$ cat src/rtl/prog_mem_arbiter_if.sv
// Bundle of requester-side handshakes and program-memory lines around prog_mem_arbiter.
// The arbiter takes the slave view; whoever models the requesters and memory takes master.
interface prog_mem_arbiter_if #(
    parameter int unsigned TAM  = 16,
    parameter int unsigned Lmem = 8,
    parameter int unsigned DW   = 16
);
    logic            core_req;
    logic [TAM-1:0]  core_addr;
    logic            core_gnt;
    logic            core_valid;
    logic [DW-1:0]   core_data;

    logic            ldr_req;
    logic            ldr_we;
    logic [TAM-1:0]  ldr_addr;
    logic [DW-1:0]   ldr_wdata;
    logic            ldr_gnt;
    logic            ldr_valid;
    logic [DW-1:0]   ldr_rdata;

    logic            mem_en;
    logic            mem_we;
    logic [Lmem-1:0] mem_addr;
    logic [DW-1:0]   mem_wdata;
    logic [DW-1:0]   mem_rdata;

    logic            addr_err;

    modport slave (
        input  core_req, core_addr, ldr_req, ldr_we, ldr_addr, ldr_wdata, mem_rdata,
        output core_gnt, core_valid, core_data, ldr_gnt, ldr_valid, ldr_rdata,
        output mem_en, mem_we, mem_addr, mem_wdata, addr_err
    );

    modport master (
        output core_req, core_addr, ldr_req, ldr_we, ldr_addr, ldr_wdata, mem_rdata,
        input  core_gnt, core_valid, core_data, ldr_gnt, ldr_valid, ldr_rdata,
        input  mem_en, mem_we, mem_addr, mem_wdata, addr_err
    );
endinterface

$ cat src/rtl/prog_mem_arbiter.sv
// Round-robin single-port program memory arbiter between core fetch and loader/debug,
// returning read data with a one-cycle valid strobe to the access owner.
module prog_mem_arbiter #(
    parameter int unsigned TAM  = 16,
    parameter int unsigned Lmem = 8,
    parameter int unsigned DW   = 16
) (
    input logic                clk,
    input logic                rst,
    prog_mem_arbiter_if.slave  bus
);
    localparam logic [1:0] OwnNone  = 2'd0;
    localparam logic [1:0] OwnCore  = 2'd1;
    localparam logic [1:0] OwnLdr   = 2'd2;
    localparam logic       LastCore = 1'b0;
    localparam logic       LastLdr  = 1'b1;

    logic          last_q, last_d;
    logic [1:0]    owner_q, owner_d;
    logic          nop_q, nop_d;
    logic          err_q, err_d;
    logic [DW-1:0] core_hold_q, core_hold_d;
    logic [DW-1:0] ldr_hold_q, ldr_hold_d;

    logic          core_in_range, ldr_in_range, sel_in_range;
    logic          contested, gnt_core, gnt_ldr, gnt_any;
    logic          core_valid, ldr_valid;
    logic [DW-1:0] ret_data, core_data, ldr_rdata;

    always_comb begin
        core_in_range = (bus.core_addr >> Lmem) == '0;
        ldr_in_range  = (bus.ldr_addr >> Lmem) == '0;
        contested     = bus.core_req & bus.ldr_req;
        // Core wins unless the loader is also asking and the core took the last conflict.
        gnt_core      = rst & bus.core_req & (~bus.ldr_req | (last_q == LastLdr));
        gnt_ldr       = rst & bus.ldr_req & ~gnt_core;
        gnt_any       = gnt_core | gnt_ldr;
        sel_in_range  = gnt_core ? core_in_range : ldr_in_range;

        last_d = last_q;
        if (contested && gnt_any) begin
            last_d = gnt_core ? LastCore : LastLdr;
        end
        owner_d = gnt_core ? OwnCore : (gnt_ldr ? OwnLdr : OwnNone);
        // Out-of-range accesses and loader writes return the zero word instead of memory data.
        nop_d   = ~sel_in_range | (gnt_ldr & bus.ldr_we);
        err_d   = err_q | (gnt_any & ~sel_in_range);

        ret_data    = nop_q ? '0 : bus.mem_rdata;
        core_valid  = owner_q == OwnCore;
        ldr_valid   = owner_q == OwnLdr;
        core_data   = core_valid ? ret_data : core_hold_q;
        ldr_rdata   = ldr_valid ? ret_data : ldr_hold_q;
        core_hold_d = core_data;
        ldr_hold_d  = ldr_rdata;
    end

    always_comb begin
        bus.core_gnt   = gnt_core;
        bus.ldr_gnt    = gnt_ldr;
        bus.core_valid = core_valid;
        bus.core_data  = core_data;
        bus.ldr_valid  = ldr_valid;
        bus.ldr_rdata  = ldr_rdata;
        bus.mem_en     = gnt_any & sel_in_range;
        bus.mem_we     = gnt_ldr & bus.ldr_we & ldr_in_range;
        bus.mem_addr   = gnt_ldr ? bus.ldr_addr[Lmem-1:0] : bus.core_addr[Lmem-1:0];
        bus.mem_wdata  = bus.ldr_wdata;
        bus.addr_err   = err_q;
    end

    always_ff @(posedge clk or negedge rst) begin
        if (!rst) begin
            last_q      <= LastLdr;
            owner_q     <= OwnNone;
            nop_q       <= 1'b0;
            err_q       <= 1'b0;
            core_hold_q <= '0;
            ldr_hold_q  <= '0;
        end else begin
            last_q      <= last_d;
            owner_q     <= owner_d;
            nop_q       <= nop_d;
            err_q       <= err_d;
            core_hold_q <= core_hold_d;
            ldr_hold_q  <= ldr_hold_d;
        end
    end
endmodule

$ cat src/flat_wrapper.sv
// flat-port wrapper written by rule: the top's interface ports become plain ports
module prog_mem_arbiter_flat 
#(
    parameter int unsigned TAM  = 16,
    parameter int unsigned Lmem = 8,
    parameter int unsigned DW   = 16
)
  (clk, rst, bus_core_req, bus_core_addr, bus_ldr_req, bus_ldr_we, bus_ldr_addr, bus_ldr_wdata, bus_mem_rdata, bus_core_gnt, bus_core_valid, bus_core_data, bus_ldr_gnt, bus_ldr_valid, bus_ldr_rdata, bus_mem_en, bus_mem_we, bus_mem_addr, bus_mem_wdata, bus_addr_err);
  prog_mem_arbiter_if #(.TAM(TAM), .Lmem(Lmem), .DW(DW)) bus_i ();
  input logic clk;
  input logic rst;
  input wire logic [$bits(bus_i.core_req)-1:0] bus_core_req;
  input wire logic [$bits(bus_i.core_addr)-1:0] bus_core_addr;
  input wire logic [$bits(bus_i.ldr_req)-1:0] bus_ldr_req;
  input wire logic [$bits(bus_i.ldr_we)-1:0] bus_ldr_we;
  input wire logic [$bits(bus_i.ldr_addr)-1:0] bus_ldr_addr;
  input wire logic [$bits(bus_i.ldr_wdata)-1:0] bus_ldr_wdata;
  input wire logic [$bits(bus_i.mem_rdata)-1:0] bus_mem_rdata;
  output wire logic [$bits(bus_i.core_gnt)-1:0] bus_core_gnt;
  output wire logic [$bits(bus_i.core_valid)-1:0] bus_core_valid;
  output wire logic [$bits(bus_i.core_data)-1:0] bus_core_data;
  output wire logic [$bits(bus_i.ldr_gnt)-1:0] bus_ldr_gnt;
  output wire logic [$bits(bus_i.ldr_valid)-1:0] bus_ldr_valid;
  output wire logic [$bits(bus_i.ldr_rdata)-1:0] bus_ldr_rdata;
  output wire logic [$bits(bus_i.mem_en)-1:0] bus_mem_en;
  output wire logic [$bits(bus_i.mem_we)-1:0] bus_mem_we;
  output wire logic [$bits(bus_i.mem_addr)-1:0] bus_mem_addr;
  output wire logic [$bits(bus_i.mem_wdata)-1:0] bus_mem_wdata;
  output wire logic [$bits(bus_i.addr_err)-1:0] bus_addr_err;
  assign bus_i.core_req = bus_core_req;
  assign bus_i.core_addr = bus_core_addr;
  assign bus_i.ldr_req = bus_ldr_req;
  assign bus_i.ldr_we = bus_ldr_we;
  assign bus_i.ldr_addr = bus_ldr_addr;
  assign bus_i.ldr_wdata = bus_ldr_wdata;
  assign bus_i.mem_rdata = bus_mem_rdata;
  assign bus_core_gnt = bus_i.core_gnt;
  assign bus_core_valid = bus_i.core_valid;
  assign bus_core_data = bus_i.core_data;
  assign bus_ldr_gnt = bus_i.ldr_gnt;
  assign bus_ldr_valid = bus_i.ldr_valid;
  assign bus_ldr_rdata = bus_i.ldr_rdata;
  assign bus_mem_en = bus_i.mem_en;
  assign bus_mem_we = bus_i.mem_we;
  assign bus_mem_addr = bus_i.mem_addr;
  assign bus_mem_wdata = bus_i.mem_wdata;
  assign bus_addr_err = bus_i.addr_err;
  prog_mem_arbiter #(.TAM(TAM), .Lmem(Lmem), .DW(DW)) u_core (.clk(clk), .rst(rst), .bus(bus_i));
endmodule
$ cat config.mk
export PLATFORM = sky130hd
export DESIGN_NAME = prog_mem_arbiter_flat
export DESIGN_NICKNAME = d
export VERILOG_FILES = /design/src/rtl/prog_mem_arbiter_if.sv /design/src/rtl/prog_mem_arbiter.sv /design/src/flat_wrapper.sv
export SDC_FILE = /design/constraint.sdc
export NUM_CORES = 1
export LEC_CHECK = 0
export BUFFER_PORTS_ARGS = -buffer_cell sky130_fd_sc_hd__buf_2
export CORE_MARGIN = 1
export CORE_UTILIZATION = 36
export DETAILED_ROUTE_END_ITERATION = 8
export PLACE_DENSITY = 0.84
export SYNTH_ARGS = -nofsm -noshare
export SYNTH_HDL_FRONTEND = slang
export SYNTH_SLANG_ARGS = --single-unit
$ cat constraint.sdc
create_clock -name clk -period 1.4 [get_ports clk]
set_clock_uncertainty 0.15 [all_clocks]
set_input_delay 0.14 -clock clk [delete_from_list [all_inputs] [get_ports clk]]
set_output_delay 0.14 -clock clk [all_outputs]
set_load 0.01 [all_outputs]
Word level (Yosys, flattened, before mapping)
Cells that the tools add are included.
- input port bits: 69
- flip-flop bits (word level): 37
- bitwise logic cells: 16
- reductions and logical operators: 3
- muxes and demuxes: 8
- equality and inequality tests: 2
- operators by type and width (cell ; count):
    $mux W16 ; 3
    $logic_not A16 Y1 ; 2
    $and A1 B1 Y1 ; 9
    $mux W8 ; 1
    $mux W2 ; 2
    $or A1 B1 Y1 ; 4
    $not A1 Y1 ; 3
    $eq A2 B1 Y1 const B ; 1
    $eq A2 B2 Y1 const B ; 1
    $mux W1 ; 2
    $logic_and A1 B1 Y1 ; 1

Longest topological paths before layout
Gate-level depths: netlist of run 1.
- word-level depth: 8
- mapped depth: 4

Worst setup path after synthesis of run 1
OpenSTA, ideal clock, no wires.
- path type: register -> output
- from: reg u_core.last_q
- to: out bus_mem_addr[0]
- arrival time: 1239 ps
- setup slack: -129 ps
- cell stages (with the launch flop): 5
- path through: dfstp_2 -> nand2b_1 -> a31oi_2 -> buf_6 -> mux2_4
- longest elaborated chain between the ends: 5
- ends and longest elaborated chain (what ; line ; text):
    from (decl) ; prog_mem_arbiter.sv:18 ; logic last_q, last_d;
    from (signal assigned) ; prog_mem_arbiter.sv:74 ; last_q <= LastLdr;
    from (signal assigned) ; prog_mem_arbiter.sv:81 ; last_q <= last_d;
    $or A1 B1 Y1 ; prog_mem_arbiter.sv:35 ; gnt_core = rst & bus.core_req & (~bus.ldr_req | (last_q == LastLdr));
    $and A1 B1 Y1 ; prog_mem_arbiter.sv:35 ;
    $not A1 Y1 ; prog_mem_arbiter.sv:36 ; gnt_ldr = rst & bus.ldr_req & ~gnt_core;
    $and A1 B1 Y1 ; prog_mem_arbiter.sv:36 ;
    net bus_ldr_gnt ; flat_wrapper.sv:22 ; output wire logic [$bits(bus_i.ldr_gnt)-1:0] bus_ldr_gnt;
    $mux W8 ; prog_mem_arbiter.sv:67 ; bus.mem_addr = gnt_ldr ? bus.ldr_addr[Lmem-1:0] : bus.core_addr[Lmem-1:0];
    to (decl) ; flat_wrapper.sv:27 ; output wire logic [$bits(bus_i.mem_addr)-1:0] bus_mem_addr;
The timed path passes the listed nets, and every way through them passes these cells.

Final worst setup path of run 1
- from: reg u_core.last_q
- to: out bus_mem_addr[2]
- longest elaborated chain between the ends: 5
- ends and longest elaborated chain (what ; line):
    $or A1 B1 Y1 ; prog_mem_arbiter.sv:35
    $and A1 B1 Y1 ; prog_mem_arbiter.sv:35
    $not A1 Y1 ; prog_mem_arbiter.sv:36
    $and A1 B1 Y1 ; prog_mem_arbiter.sv:36
    $mux W8 ; prog_mem_arbiter.sv:67
Every way passes these cells.

==> impl_metrics.yaml, run 1 <==
power:
  p_leak_uw: 0.001980
  ir_drop_mv: 0.6037
  p_per_area_nw_per_um2: 683.5
  power_uw: 2617
sta:
  relSlewSlack: 0.6998
  drv_slew: 0
  period_minus_slack_ps: 1907
  setup_tns_ps: -15970
  finalHoldViolations: 1
  max_freq_mhz: 524.3
  holdWs_ps: -10.67
  rsz0062_at_grt: "yes"
  period_share: 1.362
  worst_slack_ps: -507.1
  setup_viol: 55
  worst_slew_pin_slew_ps: 450.3
cells_and_area:
  fillCellCount: 221
  num_antenna_cells: 0
  fin_nets: 392
  utilization: 0.8500
  layout-drive-gt1-share: 0.8266
  design_area_um2: 3829
  area_delta_synth_final_pct: 119.8
  fin_cells: 375
place:
  dp_hpwl_um: 3144
  dp.cells: 329
  port_buffers: 99
  globalplace.congestion: 0.7917
  dpl_cell_area_um2: 2405
logic_synthesis:
  synth_top_area_frac: 0.5172
  yosys-top-cells-area: "dfrtp_1, o21ai_0, nand2_1, buf_4, nand2b_1"
  postSynthCellCount: 174
  synth_flop_cell: "dfrtp_1"
  yosysWarningCount: 0
  ys_ff_latch: 37
  synth_compound_area_frac: 0.1207
  yosys.area_share.simple: 0.1803
  synth_mux_area_frac: 0.06681
  synth_edf_count: 0
  netlist_area_um2: 1742
  async_flop_share: 1.000
  synth_commonest_cells: "dfrtp_1, nand2_1, o21ai_0"
  synth-xor-area-share: 0.005029
  seq_area_frac_synth: 0.5323
  synth_top_family_by_area: "simple AND/OR/NAND/NOR gates"
  synth_nets: 243
  syn_area_per_cell_um2: 10.01
  yosysUniqueCellTypes: 23
  synthAdderAreaFrac: 0
  yosys.area.top_type: "dfrtp_1"
outcome:
  status: "finished, violations left"
  violations: "hold timing, setup timing"
drt:
  routed_wl_um: 6703
  vias_per_cell: 4.973
  vias: 1865
  drc: 0
  drt_iter0_drc: 90
  drt_pass1_iterations: 4
  wl_per_cell_um: 17.87
  antenna_left: 0
clock_tree:
  cts_buffer_depth: 2
  root_buffer: "clkbuf_8"
  cts_tree: "yes"
  clock-sinks: 37
  htree_levels: 2
  cts_buffers: 5
  worstSkewPairLatency_ps: 280
  clk_pin_slew_ps: 70
worst_setup_path:
  critPathMaxStageDelay_ps: 540
  arrival_ps: 1620
  reg2reg_slack_ps: -130
  cp_cell_sequence: "nand2b_4, a31oi_4, buf_12, mux2_4, buf_6"
  setup.worst_path.start_class: "flip-flop"
  cp_max_fo: 11
  path_class: "flip-flop to primary output"
  worst_ep_required_time_ps: 1110
  rr_worst_depth: 5
  crit_slowest_cell: "dfstp_2"
  endpoint_kind: "primary output"
run:
  drv_cap: 0
grt:
  use_met3: 0.06751
  antenna_found_initial: 0
  globalRoute.busiestLayer: "met2"
  grt_pass1_wl_um: 10030
  use_met1: 0.2757
  grt_usage: 0.2605
  grt_pass1_vias: 2120
  grt_overflow: 0
  met2_usage: 0.4931
  grt_max_degree: 36
floorplan:
  io_pins: 132
  die_area_um2: 5120
  fp.coreArea_um2: 4504
  row_count: 24
  die_h_um: 71.56
  die_x_um: 71.56
  start_util: 0.3867
min_path:
  min_path_type: "primary input to flip-flop"
  whs_path_depth: 2
==> final cells by class <==
cell class              instances  area (µm²)  share of cell area
multi-input cells             111        1308              0.3415
well taps                      52       65.06             0.01699
clock buffers                   7       86.33             0.02255
repair buffers                166        1431              0.3739
inverters                       2       10.01            0.002614
flip-flops and latches         37       928.4              0.2425
==> sequential cells by signal (all words and copies together), names as in the netlist <==
| register | flops |
|---|---|
| u_core.ldr_hold_q | 16 |
| u_core.core_hold_q | 16 |
| u_core.owner_q | 2 |
| u_core.last_q | 1 |
| u_core.bus.addr_err | 1 |
| u_core.nop_q | 1 |
==> what timing repair did <==
item	in CTS	in global routing
setup endpoints to repair	49	68
cloned	6	0
hold buffers	2	1
buffers inserted	41	22
resized for setup	142	123
pin swaps	35	29
hold endpoints to repair	43	38
==> metrics by stage <==
stage / hold WS (ps) / setup WS, ps
2_1_floorplan: -305.6 / -83.63
3_3_place_gp: -14.96 / -189.8
3_5_place_dp: -23.16 / -213.9
4_1_cts: -149.3 / -523.3
5_1_grt: -25.21 / -562.2
6_report: -10.67 / -507.1
==> cells by family (layout without fill, tap and decap cells) <==
family,Yosys count,in the layout
compound gates,38,38
xor+xnor,1,1
buf+inv,26,175
flops,37,37
mux,8,8
simple gates,64,64
==> metal layers <==
layer	vias up	wire, µm
met5	-	0
met4	0	132
met3	16	395
met2	85	3644
met1	899	2531
li1	865	-
==> cells in the final DEF (no fill, tap or decap), types with 3 or more instances in the layout <==
cell type / Yosys / layout
buf_4: 16 / 25
nand2_1: 36 / 4
buf_6: 1 / 58
o21ai_2: 0 / 11
o21ai_4: 0 / 21
nand2_4: 0 / 30
buf_2: 0 / 70
nand2b_4: 0 / 17
dfrtp_1: 36 / 35
nor4_1: 4 / 4
buf_12: 0 / 7
clkbuf_8: 0 / 6
mux2_4: 7 / 7
dlygate4sd3_1: 0 / 3
==> where the power goes <==
part	internal [µW]	switching (µW)
Combinational	401	350
Sequential	1100	17.3
Clock	391	354
Total	1900	721
==> worst max-delay path, delay by kind of cell (launching register included) <==
family,cells,cell delay [ps]
AOI/OAI and AO/OA,1,90
muxes,1,300
and+or+nand+nor,1,130
buffers and inverters,2,280
DFF,1,540
==> final timing paths <==
| check | startpoint | endpoint |
|---|---|---|
| max in group asynchronous | rst | u_core.nop_q$_DFF_PN0_ |
| hold / removal | bus_core_req | u_core.owner_q[1]$_DFF_PN0_ |
| min in group asynchronous | rst | u_core.bus.addr_err$_DFF_PN0_ |
| hold reg to reg | u_core.ldr_hold_q[15]$_DFF_PN0_ | u_core.ldr_hold_q[15]$_DFF_PN0_ |
| setup / recovery | u_core.last_q$_DFFE_PN1P_ | bus_mem_addr[2] |
| setup reg to reg | u_core.last_q$_DFFE_PN1P_ | u_core.nop_q$_DFF_PN0_ |
(Power assumes the default switching activity.)
==> inputs of run 2 (changes only) <==
ABC_AREA = 1   (was not set)
CORE_UTILIZATION = 37   (was 36)
CTS_CLUSTER_DIAMETER = 60   (was not set)
SETUP_SLACK_MARGIN = 0.1   (was not set)
==> impl_metrics.yaml, run 2 <==
power:
  p_per_area_nw_per_um2: 740.8
  ir_drop_mv: 0.4466
  seqPwrFrac: 0.432
  p_comb_frac: 0.193
  p_sw_uw: 600.2
  p_int_uw: 1934
  power_uw: 2534
  p_leak_uw: 0.001862
  clkPwrFrac: 0.375
  p_sw_frac: 0.2369
outcome:
  violations: "setup timing"
  status: "finished, violations left"
logic_synthesis:
  ys_ff_latch: 37
  syn_area_per_cell_um2: 10.32
  netlist_area_um2: 1931
  yosysWarningCount: 0
  seq_area_frac_synth: 0.4802
  synth_commonest_cells: "nand2_1, dfrtp_1, nor2_1"
  synth_flop_cell: "dfrtp_1"
  synth_edf_count: 0
  postSynthCellCount: 187
  synth_top_area_frac: 0.4666
  yosys.area.top_type: "dfrtp_1"
  yosysUniqueCellTypes: 18
  yosysMostFrequentCell: "nand2_1"
  synth_nets: 256
  async_flop_share: 1.000
  yosys-top-cells-area: "dfrtp_1, mux2_4, mux2_2, nand2_1, buf_4"
min_path:
  min_to: "u_core.bus.addr_err$_DFF_PN0_"
  worstHoldStart: "bus_ldr_req"
  min_path_type: "primary input to flip-flop"
  whs_path_depth: 5
grt:
  grt_usage: 0.2147
  grt_pass1_wl_um: 8590
  grt_overflow: 0
  grt_pass1_vias: 1901
  grt_max_degree: 35
  antenna_found_initial: 0
drt:
  vias_per_cell: 4.482
  routed_wl_um: 5885
  drt_pass1_iterations: 5
  vias: 1730
  antenna_left: 0
  drt_iter0_drc: 94
  met2WireLength_um: 3388
  routed.top_layer: "met4"
  drt-met1-wl_um: 2119
  wl_met3_um: 276
  drc: 0
  wl_per_cell_um: 15.25
clock_tree:
  clk_pin_slew_ps: 70
  cts_tree: "yes"
  cts_buffers: 5
  clock-sinks: 37
  cts_buffer_depth: 2
  root_buffer: "clkbuf_8"
  htree_levels: 2
  worstSkewPairLatency_ps: 290
cells_and_area:
  multi_input_area_um2: 914.6
  layout-drive-gt1-share: 0.6834
  area_delta_synth_final_pct: 77.19
  fin_nets: 387
  utilization: 0.7010
  layout_commonest_cell: "buf_6"
  design_area_um2: 3421
  num_antenna_cells: 0
  most-common-layout-cells: "buf_6, buf_2, dfrtp_1, mux2_4, nor2_1"
  fillCellCount: 335
  regArea_um2: 927.1
  reg_top3: "u_core.core_hold_q (16), u_core.ldr_hold_q (16), u_core.owner_q (2)"
worst_setup_path:
  reg2reg_slack_ps: -190
  rr_worst_depth: 7
  path_class: "flip-flop to primary output"
  cp_max_fo: 6
  reg2reg_from: "u_core.owner_q[0]$_DFF_PN0_"
  r2r-end: "u_core.core_hold_q[11]$_DFF_PN0_"
  arrival_ps: 1590
  endpoint_kind: "primary output"
  setup.worst_path.start_class: "flip-flop"
  worst_ep_required_time_ps: 1110
sta:
  max_freq_mhz: 530.6
  rsz0062_at_grt: "yes"
  relSlewSlack: 0.7069
  finalHoldViolations: 0
  setup_viol: 73
  period_minus_slack_ps: 1885
  worst_slew_pin_slew_ps: 439.6
  period_share: 1.346
  worst_slack_ps: -484.6
  holdWs_ps: 117.9
  drv_slew: 0
place:
  port_buffers: 99
  globalplace.congestion: 0.7618
  dp_slack_ps: -124.0
  dp_hpwl_um: 3530
  dpl_cell_area_um2: 2639
floorplan:
  io_pins: 132
  fp.coreArea_um2: 4880
  die_x_um: 74.24
  row_count: 25
  start_util: 0.3956
  die_area_um2: 5511
  die_h_um: 74.24
run:
  drv_cap: 0
-- run 2: cell families (layout without fill, tap and decap cells) --
| kind of cell | Yosys count | after routing | synth area share |
|---|---|---|---|
| AND/OR/NAND/NOR | 70 | 70 | 0.1504 |
| flip-flops | 37 | 37 | 0.4802 |
| multiplexers | 32 | 32 | 0.2216 |
| AO/OA/AOI/OAI | 3 | 3 | 0.009075 |
| buffers and inverters | 45 | 177 | 0.1387 |
-- run 2: worst max path at each step --
stage                                start  slack (ps)                end
2_1_floorplan    u_core.last_q$_DFFE_PN1P_         -10    bus_mem_addr[0]
3_3_place_gp     u_core.last_q$_DFFE_PN1P_        -120    bus_mem_addr[2]
3_5_place_dp   u_core.owner_q[0]$_DFF_PN0_        -120  bus_core_data[14]
4_1_cts        u_core.owner_q[0]$_DFF_PN0_        -440   bus_core_data[5]
5_1_grt        u_core.owner_q[0]$_DFF_PN0_        -550   bus_core_data[8]
6_report         u_core.last_q$_DFFE_PN1P_        -480    bus_mem_addr[7]
-- run 2: layer usage --
| metal | track usage | vias to the layer above |
|---|---|---|
| li1 | - | 821 |
| met1 | 0.1964 | 824 |
| met2 | 0.4505 | 77 |
| met3 | 0.03659 | 8 |
| met4 | 0.09434 | 0 |
| met5 | 0 | - |
-- run 2: through the flow --
| stage | cells | TNS (ps) |
|---|---|---|
| detailed placement | 359 | -4582 |
| global route | 386 | -26310 |
| CTS | 381 | -19090 |
| floorplan | 187 | -279.7 |
| finish | 386 | -21860 |
| global placement | 359 | -3908 |
-- run 2: cell type report --
class                      instances  area share
clock buffer                       7     0.02524
clock inverter                     1    0.008778
inverter                          24     0.02780
multi-input combinational        105      0.2674
sequential                        37      0.2710
tap                               67     0.02451
timing repair buffer             144      0.3742
timing repair inverter             1    0.001097
-- run 2: power by group through the flow --
| stage | clock network (µW) | registers (µW) | logic (µW) |
|---|---|---|---|
| 2_1_floorplan | 0 | 1110 | 205 |
| 3_3_place_gp | 0 | 1110 | 327 |
| 3_5_place_dp | 0 | 1110 | 333 |
| 4_1_cts | 970 | 1090 | 455 |
| 5_1_grt | 1010 | 1100 | 524 |
| 6_report | 950 | 1090 | 489 |
-- run 2: critical path: stages (launching register included) --
cell and delay [ps]:
dfstp_2 560, nor2_4 50, nor2_4 120, inv_2 70, nand2_4 130, buf_8 150, nand2_2 50, nand2_2 60
buf_6 100
-- run 2: what timing repair did --
action | 4_1_cts | 5_1_grt
hold endpoints to repair | 38 | 0
resized for setup | 93 | 16
pin swaps | 5 | 4
buffers inserted | 10 | 7
setup endpoints to repair | 81 | 83
gates cloned | 2 | 0
hold buffers | 3 | 0
==> inputs of run 3 (changes only) <==
GPL_TIMING_DRIVEN = 0   (was not set)
==> impl_metrics.yaml, run 3 (synthesized netlist as in run 2, its figures left out) <==
power:
  p_sw_uw: 594.9
  p_per_area_nw_per_um2: 653.3
  seqPwrFrac: 0.470
  clkPwrFrac: 0.285
  p_sw_frac: 0.2554
  p_int_uw: 1735
  p_comb_frac: 0.245
  ir_drop_mv: 0.4582
  p_leak_uw: 0.001962
  power_uw: 2329
sta:
  max_freq_mhz: 539.3
  period_share: 1.325
  drv_slew: 0
  finalHoldViolations: 37
  worst_slack_ps: -454.4
  period_minus_slack_ps: 1854
  setup_tns_ps: -19860
  setup_viol: 68
  relSlewSlack: 0.7672
  worst_slew_pin_slew_ps: 349.2
  rsz0062_at_grt: "yes"
  holdWs_ps: -400.6
drt:
  vias: 1808
  drc: 0
  drt_pass1_iterations: 3
  wl_per_cell_um: 14.13
  antenna_left: 0
  routed_wl_um: 5767
  vias_per_cell: 4.431
  drt_iter0_drc: 70
clock_tree:
  cts_tree: "yes"
  cts_buffers: 5
  clock-sinks: 37
  clk_pin_slew_ps: 70
  worstSkewPairLatency_ps: 270
  root_buffer: "clkbuf_8"
  postCtsHoldBufs: 2
  cts_buffer_depth: 2
  htree_levels: 2
worst_setup_path:
  worst-path-buf-inv: 3
  cp_cell_sequence: "inv_2, nor2_4, buf_12, mux2_4, buf_6"
  crit_slowest_cell: "dfrtp_1"
  path_class: "flip-flop to primary output"
  setup.worst_path.start_class: "flip-flop"
  worst_ep_required_time_ps: 1110
  arrival_ps: 1560
  cp_max_fo: 10
  reg2reg_slack_ps: -130
  endpoint_kind: "primary output"
  path_delay_family: "flip-flops"
  critPathMaxStageDelay_ps: 410
cells_and_area:
  reg_top3: "u_core.core_hold_q (16), u_core.ldr_hold_q (16), u_core.owner_q (2)"
  num_antenna_cells: 0
  layout-drive-gt1-share: 0.7009
  area_delta_synth_final_pct: 84.71
  layout_commonest_cell: "buf_2"
  most-common-layout-cells: "buf_2, buf_6, dfrtp_1, mux2_4, nor2_1"
  fin_nets: 411
  fillCellCount: 323
grt:
  grt_usage: 0.1888
  antenna_found_initial: 0
  grt_pass1_wl_um: 7852
  grt_pass1_vias: 1791
  grt_overflow: 0
  grt_max_degree: 40
place:
  dp_hpwl_um: 3393
  globalplace.congestion: 0.7974
  port_buffers: 115
  dp_slack_ps: -707.0
floorplan:
  die_x_um: 74.24
  row_count: 25
  io_pins: 132
  die_h_um: 74.24
  fp.coreArea_um2: 4880
  die_area_um2: 5511
  start_util: 0.3956
outcome:
  status: "finished, violations left"
  violations: "hold timing, setup timing"
run:
  drv_cap: 0
min_path:
  min_path_type: "primary input to async pin"
run 3: metal layers:
layer,share of wire,GRT usage,wire length [µm]
met1,0.36,0.1919,2088
met2,0.57,0.3889,3292
met3,0.062,0.03659,356
met4,0.0050,0.04403,29
met5,0,0,0
run 3: final timing paths:
| path | end | from | cells past startpoint |
|---|---|---|---|
| worst max-delay path | bus_core_data[10] | u_core.owner_q[0]$_DFF_PN0_ | 5 |
| worst min-delay path | u_core.ldr_hold_q[5]$_DFF_PN0_ | rst | 1 |
| worst max register to register | u_core.ldr_hold_q[11]$_DFF_PN0_ | u_core.owner_q[1]$_DFF_PN0_ | 6 |
| worst min register to register | u_core.bus.addr_err$_DFF_PN0_ | u_core.bus.addr_err$_DFF_PN0_ | 2 |
| max in group asynchronous | u_core.last_q$_DFFE_PN1P_ | rst | 1 |
| min in group clk | u_core.bus.addr_err$_DFF_PN0_ | bus_ldr_req | 5 |
run 3: layout make-up:
type                            instances  area (µm²)  area share
Sequential cell                        37       927.1      0.2600
Clock inverter                          1       5.005    0.001404
Timing Repair inverter                  1       11.26    0.003158
Multi-Input combinational cell        105       940.9      0.2639
Timing Repair Buffer                  147        1235      0.3463
Buffer                                 21       196.4     0.05509
Inverter                               24       97.59     0.02737
Tap cell                               67       83.83     0.02351
Clock buffer                            5       68.82     0.01930
run 3: metrics by stage:
| stage | utilization | instance area, µm² | std cells |
|---|---|---|---|
| after detailed placement | 0.5426 | 2648 | 369 |
| after CTS | 0.6610 | 3226 | 393 |
| after global placement | 0.5426 | 2648 | 369 |
| after floorplan | - | 1988 | 187 |
| final | 0.7308 | 3566 | 408 |
| after global routing | 0.7308 | 3566 | 408 |
run 3: power groups by stage:
stage	Combinational (µW)	Clock (µW)	Sequential [µW]
after detailed placement	368	0	1110
after floorplan	205	0	1110
after global placement	361	0	1110
after global routing	615	728	1100
final	571	664	1100
after CTS	501	676	1090
run 3: what timing repair did:
action / CTS / global route
setup buffers: 14 / 16
hold endpoints to repair: 38 / 37
gates resized for setup: 72 / 47
pin swaps: 5 / 5
gates cloned: 2 / 1
setup endpoints to repair: 82 / 83
